[src/rtl/popcount_pkg.sv]
// Shared types and width helpers for the streaming popcount accumulator.
package popcount_pkg;

    // Width of a single byte's ones-count (0..8 needs 4 bits).
    localparam int BYTE_CNT_W = 4;

    // Operating mode, latched at the first beat of each frame.
    typedef enum logic {
        MODE_WORD  = 1'b0,
        MODE_FRAME = 1'b1
    } mode_e;

    // Exact width needed to hold a ones-count of a data_w-bit word (0..data_w).
    function automatic int cnt_w(input int data_w);
        return $clog2(data_w + 1);
    endfunction

endpackage

[src/rtl/popcount_stream_acc_if.sv]
// Streaming input/result bus for popcount_stream_acc.
interface popcount_stream_acc_if #(
    parameter int DATA_W = 32,
    parameter int ACC_W  = 16
) ();

    logic              in_valid;
    logic              in_ready;
    logic [DATA_W-1:0] in_data;
    logic              in_last;
    logic              mode;
    logic [ACC_W-1:0]  thresh;
    logic              out_valid;
    logic              out_ready;
    logic [ACC_W-1:0]  out_count;
    logic              out_ge;
    logic              out_sat;

    // Source/sink side: drives words in, takes results out.
    modport master (
        output in_valid, in_data, in_last, mode, thresh, out_ready,
        input  in_ready, out_valid, out_count, out_ge, out_sat
    );

    // Counter side.
    modport slave (
        input  in_valid, in_data, in_last, mode, thresh, out_ready,
        output in_ready, out_valid, out_count, out_ge, out_sat
    );

endinterface

[src/rtl/popcount_stream_acc_popcount8.sv]
// Combinational ones-counter for a single byte.
module popcount8
    import popcount_pkg::*;
(
    input  logic [7:0]            data,
    output logic [BYTE_CNT_W-1:0] count
);

    // Sum the eight bits of the byte.
    always_comb begin
        count = {BYTE_CNT_W{1'b0}};
        for (int i = 0; i < 8; i++) begin
            count = count + BYTE_CNT_W'(data[i]);
        end
    end

endmodule

[src/rtl/popcount_stream_acc.sv]
// Two-stage streaming ones-counter with per-word and frame-accumulate modes.
// S1 registers per-byte counts; S2 sums them with an adder tree and either
// emits the word count or folds it into a saturating frame accumulator.
// A single global stall (result held, not taken) freezes both stages.
module popcount_stream_acc
    import popcount_pkg::*;
#(
    parameter int DATA_W = 32,
    parameter int ACC_W  = 16
) (
    input  logic                 clk,
    input  logic                 rst,
    popcount_stream_acc_if.slave bus
);

    localparam int CNT_W = cnt_w(DATA_W);
    localparam int NB    = DATA_W / 8;
    localparam int LVLS  = (NB > 1) ? $clog2(NB) : 0;
    localparam int NP    = 1 << LVLS;
    localparam logic [ACC_W-1:0] ACC_MAX = {ACC_W{1'b1}};

    // Handshake
    logic stall_s;
    logic accept_s;
    logic out_valid_r;

    assign stall_s      = out_valid_r && !bus.out_ready;
    assign bus.in_ready = !rst && !stall_s;
    assign accept_s     = bus.in_valid && bus.in_ready;

    // Frame tracking at the input side
    logic  frame_open_r;
    mode_e mode_lat_r;
    mode_e eff_mode_s;
    logic  close_s;

    // Mode of the incoming beat: the latched mode while a frame is open,
    // otherwise the live mode input; per-word beats always close their frame.
    always_comb begin
        eff_mode_s = MODE_WORD;
        close_s    = 1'b0;
        if (frame_open_r) begin
            eff_mode_s = mode_lat_r;
        end else begin
            eff_mode_s = mode_e'(bus.mode);
        end
        if (eff_mode_s == MODE_FRAME) begin
            close_s = bus.in_last;
        end else begin
            close_s = 1'b1;
        end
    end

    // Track whether a frame is open and which mode it was opened in.
    always_ff @(posedge clk) begin
        if (rst) begin
            frame_open_r <= 1'b0;
            mode_lat_r   <= MODE_WORD;
        end else if (accept_s) begin
            frame_open_r <= !close_s;
            mode_lat_r   <= eff_mode_s;
        end
    end

    // Per-byte counters
    logic [BYTE_CNT_W-1:0] bcnt_s [NB];

    for (genvar b = 0; b < NB; b++) begin : byte_g
        popcount8 u_pc8 (
            .data  (bus.in_data[8*b +: 8]),
            .count (bcnt_s[b])
        );
    end

    // Stage 1 registers
    logic                  s1_valid_r;
    logic                  s1_close_r;
    mode_e                 s1_mode_r;
    logic [ACC_W-1:0]      s1_thresh_r;
    logic [BYTE_CNT_W-1:0] s1_bcnt_r [NB];

    // Capture byte counts and beat attributes; bubbles clear the valid.
    always_ff @(posedge clk) begin
        if (rst) begin
            s1_valid_r  <= 1'b0;
            s1_close_r  <= 1'b0;
            s1_mode_r   <= MODE_WORD;
            s1_thresh_r <= {ACC_W{1'b0}};
            for (int i = 0; i < NB; i++) begin
                s1_bcnt_r[i] <= {BYTE_CNT_W{1'b0}};
            end
        end else if (!stall_s) begin
            s1_valid_r <= accept_s;
            if (accept_s) begin
                s1_close_r  <= close_s;
                s1_mode_r   <= eff_mode_s;
                s1_thresh_r <= bus.thresh;
                for (int i = 0; i < NB; i++) begin
                    s1_bcnt_r[i] <= bcnt_s[i];
                end
            end
        end
    end

    // Adder tree over the byte counts, padded to a power of two
    for (genvar l = 0; l <= LVLS; l++) begin : lvl_g
        localparam int N = NP >> l;
        logic [CNT_W-1:0] node_s [N];
        for (genvar i = 0; i < N; i++) begin : node_g
            if (l == 0) begin : leaf_g
                if (i < NB) begin : used_g
                    assign node_s[i] = CNT_W'(s1_bcnt_r[i]);
                end else begin : pad_g
                    assign node_s[i] = {CNT_W{1'b0}};
                end
            end else begin : add_g
                assign node_s[i] = lvl_g[l-1].node_s[2*i] + lvl_g[l-1].node_s[2*i+1];
            end
        end
    end

    logic [CNT_W-1:0] sum_s;
    assign sum_s = lvl_g[LVLS].node_s[0];

    // Frame accumulator and saturation
    logic [ACC_W-1:0] acc_r;
    logic             sat_r;
    logic [ACC_W:0]   total_s;
    logic             ovf_s;
    logic [ACC_W-1:0] sat_total_s;
    logic             close_sat_s;

    // Add this word's count to the running total, clamping at all-ones.
    always_comb begin
        total_s     = (ACC_W+1)'(acc_r) + (ACC_W+1)'(sum_s);
        ovf_s       = total_s[ACC_W];
        sat_total_s = total_s[ACC_W-1:0];
        close_sat_s = 1'b0;
        if (ovf_s) begin
            sat_total_s = ACC_MAX;
        end else begin
            sat_total_s = total_s[ACC_W-1:0];
        end
        if (s1_mode_r == MODE_FRAME) begin
            close_sat_s = sat_r | ovf_s;
        end else begin
            close_sat_s = 1'b0;
        end
    end

    // Stage 2 / output registers
    logic [ACC_W-1:0] out_count_r;
    logic             out_ge_r;
    logic             out_sat_r;

    // Emit on closing beats, accumulate on open-frame beats, hold while stalled.
    always_ff @(posedge clk) begin
        if (rst) begin
            out_valid_r <= 1'b0;
            out_count_r <= {ACC_W{1'b0}};
            out_ge_r    <= 1'b0;
            out_sat_r   <= 1'b0;
            acc_r       <= {ACC_W{1'b0}};
            sat_r       <= 1'b0;
        end else if (!stall_s) begin
            if (s1_valid_r && s1_close_r) begin
                out_valid_r <= 1'b1;
                out_count_r <= sat_total_s;
                out_ge_r    <= (sat_total_s >= s1_thresh_r);
                out_sat_r   <= close_sat_s;
                acc_r       <= {ACC_W{1'b0}};
                sat_r       <= 1'b0;
            end else if (s1_valid_r) begin
                out_valid_r <= 1'b0;
                acc_r       <= sat_total_s;
                sat_r       <= sat_r | ovf_s;
            end else begin
                out_valid_r <= 1'b0;
            end
        end
    end

    assign bus.out_valid = out_valid_r;
    assign bus.out_count = out_count_r;
    assign bus.out_ge    = out_ge_r;
    assign bus.out_sat   = out_sat_r;

endmodule

[src/flat_wrapper.sv]
// flat-port wrapper written by rule: the top's interface ports become plain ports
module popcount_stream_acc_flat import popcount_pkg::*;
#(
    parameter int DATA_W = 32,
    parameter int ACC_W  = 16
)
  (clk, rst, bus_in_valid, bus_in_data, bus_in_last, bus_mode, bus_thresh, bus_out_ready, bus_in_ready, bus_out_valid, bus_out_count, bus_out_ge, bus_out_sat);
  popcount_stream_acc_if #(.DATA_W(DATA_W), .ACC_W(ACC_W)) bus_i ();
  input  logic clk;
  input  logic rst;
  input wire logic [$bits(bus_i.in_valid)-1:0] bus_in_valid;
  input wire logic [$bits(bus_i.in_data)-1:0] bus_in_data;
  input wire logic [$bits(bus_i.in_last)-1:0] bus_in_last;
  input wire logic [$bits(bus_i.mode)-1:0] bus_mode;
  input wire logic [$bits(bus_i.thresh)-1:0] bus_thresh;
  input wire logic [$bits(bus_i.out_ready)-1:0] bus_out_ready;
  output wire logic [$bits(bus_i.in_ready)-1:0] bus_in_ready;
  output wire logic [$bits(bus_i.out_valid)-1:0] bus_out_valid;
  output wire logic [$bits(bus_i.out_count)-1:0] bus_out_count;
  output wire logic [$bits(bus_i.out_ge)-1:0] bus_out_ge;
  output wire logic [$bits(bus_i.out_sat)-1:0] bus_out_sat;
  assign bus_i.in_valid = bus_in_valid;
  assign bus_i.in_data = bus_in_data;
  assign bus_i.in_last = bus_in_last;
  assign bus_i.mode = bus_mode;
  assign bus_i.thresh = bus_thresh;
  assign bus_i.out_ready = bus_out_ready;
  assign bus_in_ready = bus_i.in_ready;
  assign bus_out_valid = bus_i.out_valid;
  assign bus_out_count = bus_i.out_count;
  assign bus_out_ge = bus_i.out_ge;
  assign bus_out_sat = bus_i.out_sat;
  popcount_stream_acc #(.DATA_W(DATA_W), .ACC_W(ACC_W)) u_core (.clk(clk), .rst(rst), .bus(bus_i));
endmodule
[config.mk]
export PLATFORM = sky130hd
export DESIGN_NAME = popcount_stream_acc_flat
export DESIGN_NICKNAME = d
export VERILOG_FILES = /design/src/rtl/popcount_pkg.sv /design/src/rtl/popcount_stream_acc_if.sv /design/src/rtl/popcount_stream_acc_popcount8.sv /design/src/rtl/popcount_stream_acc.sv /design/src/flat_wrapper.sv
export SDC_FILE = /design/constraint.sdc
export NUM_CORES = 1
export LEC_CHECK = 0
export CAP_MARGIN = 20
export CORE_AREA = 5 5 115 117
export CTS_CLUSTER_DIAMETER = 40
export CTS_CLUSTER_SIZE = 20
export DETAILED_ROUTE_END_ITERATION = 7
export DIE_AREA = 0 0 120 122
export SLEW_MARGIN = 5
export SYNTH_ARGS = -nofsm -noshare
export SYNTH_HDL_FRONTEND = slang
export SYNTH_SLANG_ARGS = --single-unit
[constraint.sdc]
create_clock -name clk -period 4.5 [get_ports clk]
set_clock_uncertainty 0.05 [all_clocks]
set_input_delay 1.125 -clock clk [delete_from_list [all_inputs] [get_ports clk]]
set_output_delay 1.125 -clock clk [all_outputs]
set_load 0.005 [all_outputs]
# After elaboration in Yosys (flattened, before gate mapping)
# Memories as Yosys holds them, arrays and structs flattened.
# Cells that the tools add are included.
# op_classes
addsub	32
magnitude_cmp	1
mux	19
bitwise_logic	6
n_reduce_logical	12
# op_table
operator	n
4-bit by 1-bit adder with 4-bit output	16
16-bit two-way mux	3
16-bit by 6-bit adder with 17-bit output	1
3-bit by 1-bit adder with 4-bit output	4
16-bit >= comparator	1
4-bit two-way mux	4
2-bit by 1-bit adder with 3-bit output	4
1-bit two-way mux	12
4-bit by 4-bit adder with 5-bit output	2
1-bit by 1-bit adder with 2-bit output	4
6-bit adder	1
2-bit AND reduction	3
1-bit bitwise OR	5
1-bit logical AND	4
1-bit zero test	4
2-bit nonzero test	1
1-bit NOT	1
# word_totals
register_bits	57
ramBits	16
input_bits	54
output_inout_bits	20
memories	1
# memory_table
name	depth	width	read_ports	rd_clocked_by_memory_dff	wr	line	text
u_core.s1_bcnt_r	4	4	4	0	4	popcount_stream_acc.sv:80	logic [BYTE_CNT_W-1:0] s1_bcnt_r [NB];

# Depth between registers and ports, before layout
# depth
ltp_word	10
mapped_depth	22

# Cells and area by module
# A second synthesis with hierarchy kept.
# hier_totals
cells_unflattened	540
hier_area_um2	4762.1
# modules_own_cells
module	n_inst	cells_per_inst	area_per_inst_um2	seq_area_each_um2
popcount_stream_acc	1	444	4001.3	1621.6
popcount8	4	24	190.2	0.0

# Worst setup path before layout
# OpenSTA, ideal clock, no wires.
# synth_timing
path_kind	reg-to-reg
startpoint	memory u_core.s1_bcnt_r[3][0]
endpoint	register u_core.out_ge_r (netlist: u_core.bus.out_ge)
setup_time_ps	133
arrival_time_ps	4230
path_slack_ps	86
stages_incl_launch_ff	22
n_path_buf	2
cell_sequence	edfxtp_1 ha_1 fa_1 inv_1 fa_1 inv_1 a21o_1 a21oi_1 xnor2_1 ha_1 buf_6 a211o_1 a31oi_4 nor3_1 buf_4 nor2_1 inv_1 ha_1 a2111oi_0 nand2_1 o21ai_0 a311oi_1
# synth_lines
item	line	text
start: declaration	popcount_stream_acc.sv:80	
end signal: assignment	popcount_stream_acc.sv:169	out_ge_r <= (sat_total_s >= s1_thresh_r);
end: declaration	popcount_stream_acc.sv:153	logic out_ge_r;

==> flow_summary.toml <==
[run_status]
status = "finished clean"

[floorplan]
core.rowCount = 41
io_pins = 74
die_y_um = 122
floorplan.initialDensity = 0.382
die_x_um = 120
dieArea_um2 = 14600
core_area_um2 = 12300

[global_route]
overflow = 0
grt_max_degree = 31
grt_use_total = 0.160
antenna_found_initial = 0
grt_first_pass_wirelength_um = 19000
grt_pass1_vias = 4103

[setup_path]
cp.arrival_ns = 4.66
critPathLaunchType = "flop"
cp_top_family = "adder cells"
cp.required_ns = 4.69
slowest_stage = "fa_2"
cp_max_fo = 3
slowest_delay_ns = 0.55
cp-end-kind = "flop"
crit_chain = "ha_4, fa_2, inv_2, fa_2, inv_1, a21o_1, a21oi_2, xnor2_1, ha_1, buf_6, o21a_1, o211ai_1, buf_4, or3_4, o21a_4, ha_4, nand4_1, or2_4, a311oi_1"
crit_type = "reg -> reg"
critPathBufInv = 4

[routing]
drt_iter0_markers = 210
route.detailed.drc = 0
ant_nets = 0
dr.pass1.iters = 5
totalWireLength_um = 11500
wire_per_inst_um = 14.9
viasPerCell = 5.13
vias = 3951

[yosys]
synth_most_common_cell = "inv_1"
synth_cells = 514
ys_seq_area_frac = 0.346
syn_area_per_cell_um2 = 9.11
synth_top_area_share = 0.244
synth_common_cells = "67 x inv_1, 57 x dfxtp_1, 47 x ha_1"
synth-main-ff-cell = "dfxtp_1"
mappedNetlistNets = 635
async_reset_ff_frac = 0
synth_cell_type_count = 53
yosys-top-cells-area = "dfxtp_1 24%, ha_1 13%, edfxtp_1 10%"
synth_edf_count = 16
synth_warnings = 0
syn-cell-area_um2 = 4680
synth_top_area_cell = "dfxtp_1"
ys_ff_latch = 73

[place]
gp_congestion = 0.843
portBuffers = 73
hpwl_um = 9030
dp_slack_ns = -0.133

[clocking]
clk_pin_slew_ns = 0.06
cts_tree = "built"
cts_sinks = 73
clk_root_buffer_cell = "clkbuf_16"
ctsHtreeMaxLevel = 3
cts_made_buffers = 9
insertion_delay_ns = 0.32
clockBufferDepth = 2

[job]
maxCapViolations = 0

[final_layout]
n_fill_cell = 1169
drive_gt1_frac = 0.132
final_util = 0.510
nets = 737
final-seq-area_um2 = 1620
syn2layout_area_growth_pct = 33.4
diodes = 0
multi_input_area_um2 = 2820

[sta]
post-route-period-util = 0.995
max_slew_margin = 0.563
worst_slew_pin_slew_ns = 0.654
setup_slack_ns = 0.0231
fin_crit_ns = 4.48
hold_viol_final = 0
clock.fmax_mhz = 223
finalSetupViolCount = 0
drv_slew = 0
finalSetupTns_ns = 0
rsz0062_at_grt = "yes"

[worst_hold_path]
hp-class = "reg -> reg"

[power_and_ir_drop]
vdd_drop_max_uv = 250
power.density_nw_per_um2 = 448
leakagePower_nw = 2.74
## cells in the final DEF (no fill, tap or decap), types with 4 or more instances in the layout
master	instances
nor2_1	30
clkdlybuf4s50_1	73
clkbuf_16	11
xnor2_1	15
nand3_1	10
fa_1	17
inv_1	66
nand2_1	41
buf_4	38
a211oi_1	8
xor2_1	5
nand4_1	4
a21oi_1	29
nand2b_1	4
a21o_1	15
nor3b_1	5
nor4_1	5
and2_1	6
nor3_1	9
and3_1	4
dfxtp_1	57
edfxtp_1	16
o21ai_0	28
ha_1	43
o31ai_1	18
a211oi_2	4
## sequential cells by signal, indices dropped and copies added, names as in the netlist
register	cells
u_core.sat_r	1
u_core.bus.out_ge	1
u_core.frame_open_r	1
u_core.bus.out_valid	1
u_core.acc_r	16
u_core.s1_bcnt_r	16
u_core.s1_close_r	1
u_core.s1_valid_r	1
u_core.mode_lat_r	1
u_core.bus.out_count	16
u_core.s1_thresh_r	16
u_core.bus.out_sat	1
u_core.s1_mode_r	1
## per-stage QoR
step / hold slack [ns] / cells / area [um2] / power [mW]
after floorplan: 0.386 / 514 / 4680 / 1.52
after global placement: 0.398 / 748 / 5740 / 1.94
after detailed placement: 0.411 / 748 / 5740 / 1.97
after CTS: 0.418 / 768 / 6190 / 2.81
final: 0.414 / 770 / 6250 / 2.80
after global routing: 0.431 / 770 / 6250 / 3.01
## worst register-to-register path, cell delays in order, from the launching register on
cell      delay, ns
edfxtp_1       0.41
ha_4           0.19
fa_2           0.55
inv_2          0.04
fa_2           0.33
inv_1          0.07
a21o_1         0.15
a21oi_2        0.07
xnor2_1        0.12
ha_1           0.33
buf_6          0.11
o21a_1         0.11
o211ai_1       0.15
buf_4          0.20
or3_4          0.37
o21a_4         0.22
ha_4           0.26
nand4_1        0.15
or2_4          0.28
a311oi_1       0.23
## worst paths after layout
kind                                                from                        to  slack (ns)  depth (start not counted)
worst max-delay path              u_core.s1_bcnt_r[2][0]         u_core.bus.out_ge        0.02                         19
worst min-delay path            u_core.bus.out_count[14]  u_core.bus.out_count[14]        0.41                          2
worst max register to register    u_core.s1_bcnt_r[2][0]         u_core.bus.out_ge        0.02                         19
worst min register to register  u_core.bus.out_count[14]  u_core.bus.out_count[14]        0.41                          2
## report_power, final
part | switching, mW | internal (mW) | leakage (nW) | total [mW]
clock network | 0.266 | 0.509 | 0.165 | 0.775
registers | 0.0295 | 0.724 | 0.636 | 0.753
logic | 0.647 | 0.624 | 1.94 | 1.27
total | 0.942 | 1.86 | 2.74 | 2.80
## per-layer routing
layer	wire [um]	share of wire	up-vias	GRT usage
met4	246	0.021	0	0.0551
li1	-	-	1990	-
met1	4860	0.42	1842	0.183
met2	5850	0.51	99	0.303
met5	0	0	-	0
met3	520	0.045	20	0.0251
## final cells by class
type,count,share of cell area
Clock inverter,3,0.00701
Clock buffer,12,0.0463
Timing Repair Buffer,113,0.166
Sequential cell,73,0.260
Tap cell,150,0.0300
Multi-Input combinational cell,352,0.451
Inverter,67,0.0402
## timing repair
item | 4_1_cts | 5_1_grt
hold buffers | 0 | 0
pin swaps | 16 | 10
buffers inserted | 5 | 2
endpoints found under the setup margin | 1 | 1
resized for setup | 20 | 7
## kinds of logic after synthesis
kind of cell	after synthesis	synth area share
AOI/OAI and AO/OA	130	0.183
xor gates and xnor gates	20	0.0374
adders and majority gates	67	0.211
buffers and inverters	89	0.0769
DFF	73	0.346
muxes	2	0.00427
and+or+nand+nor	133	0.141
Note: power is estimated with default switching activity, not from simulation.
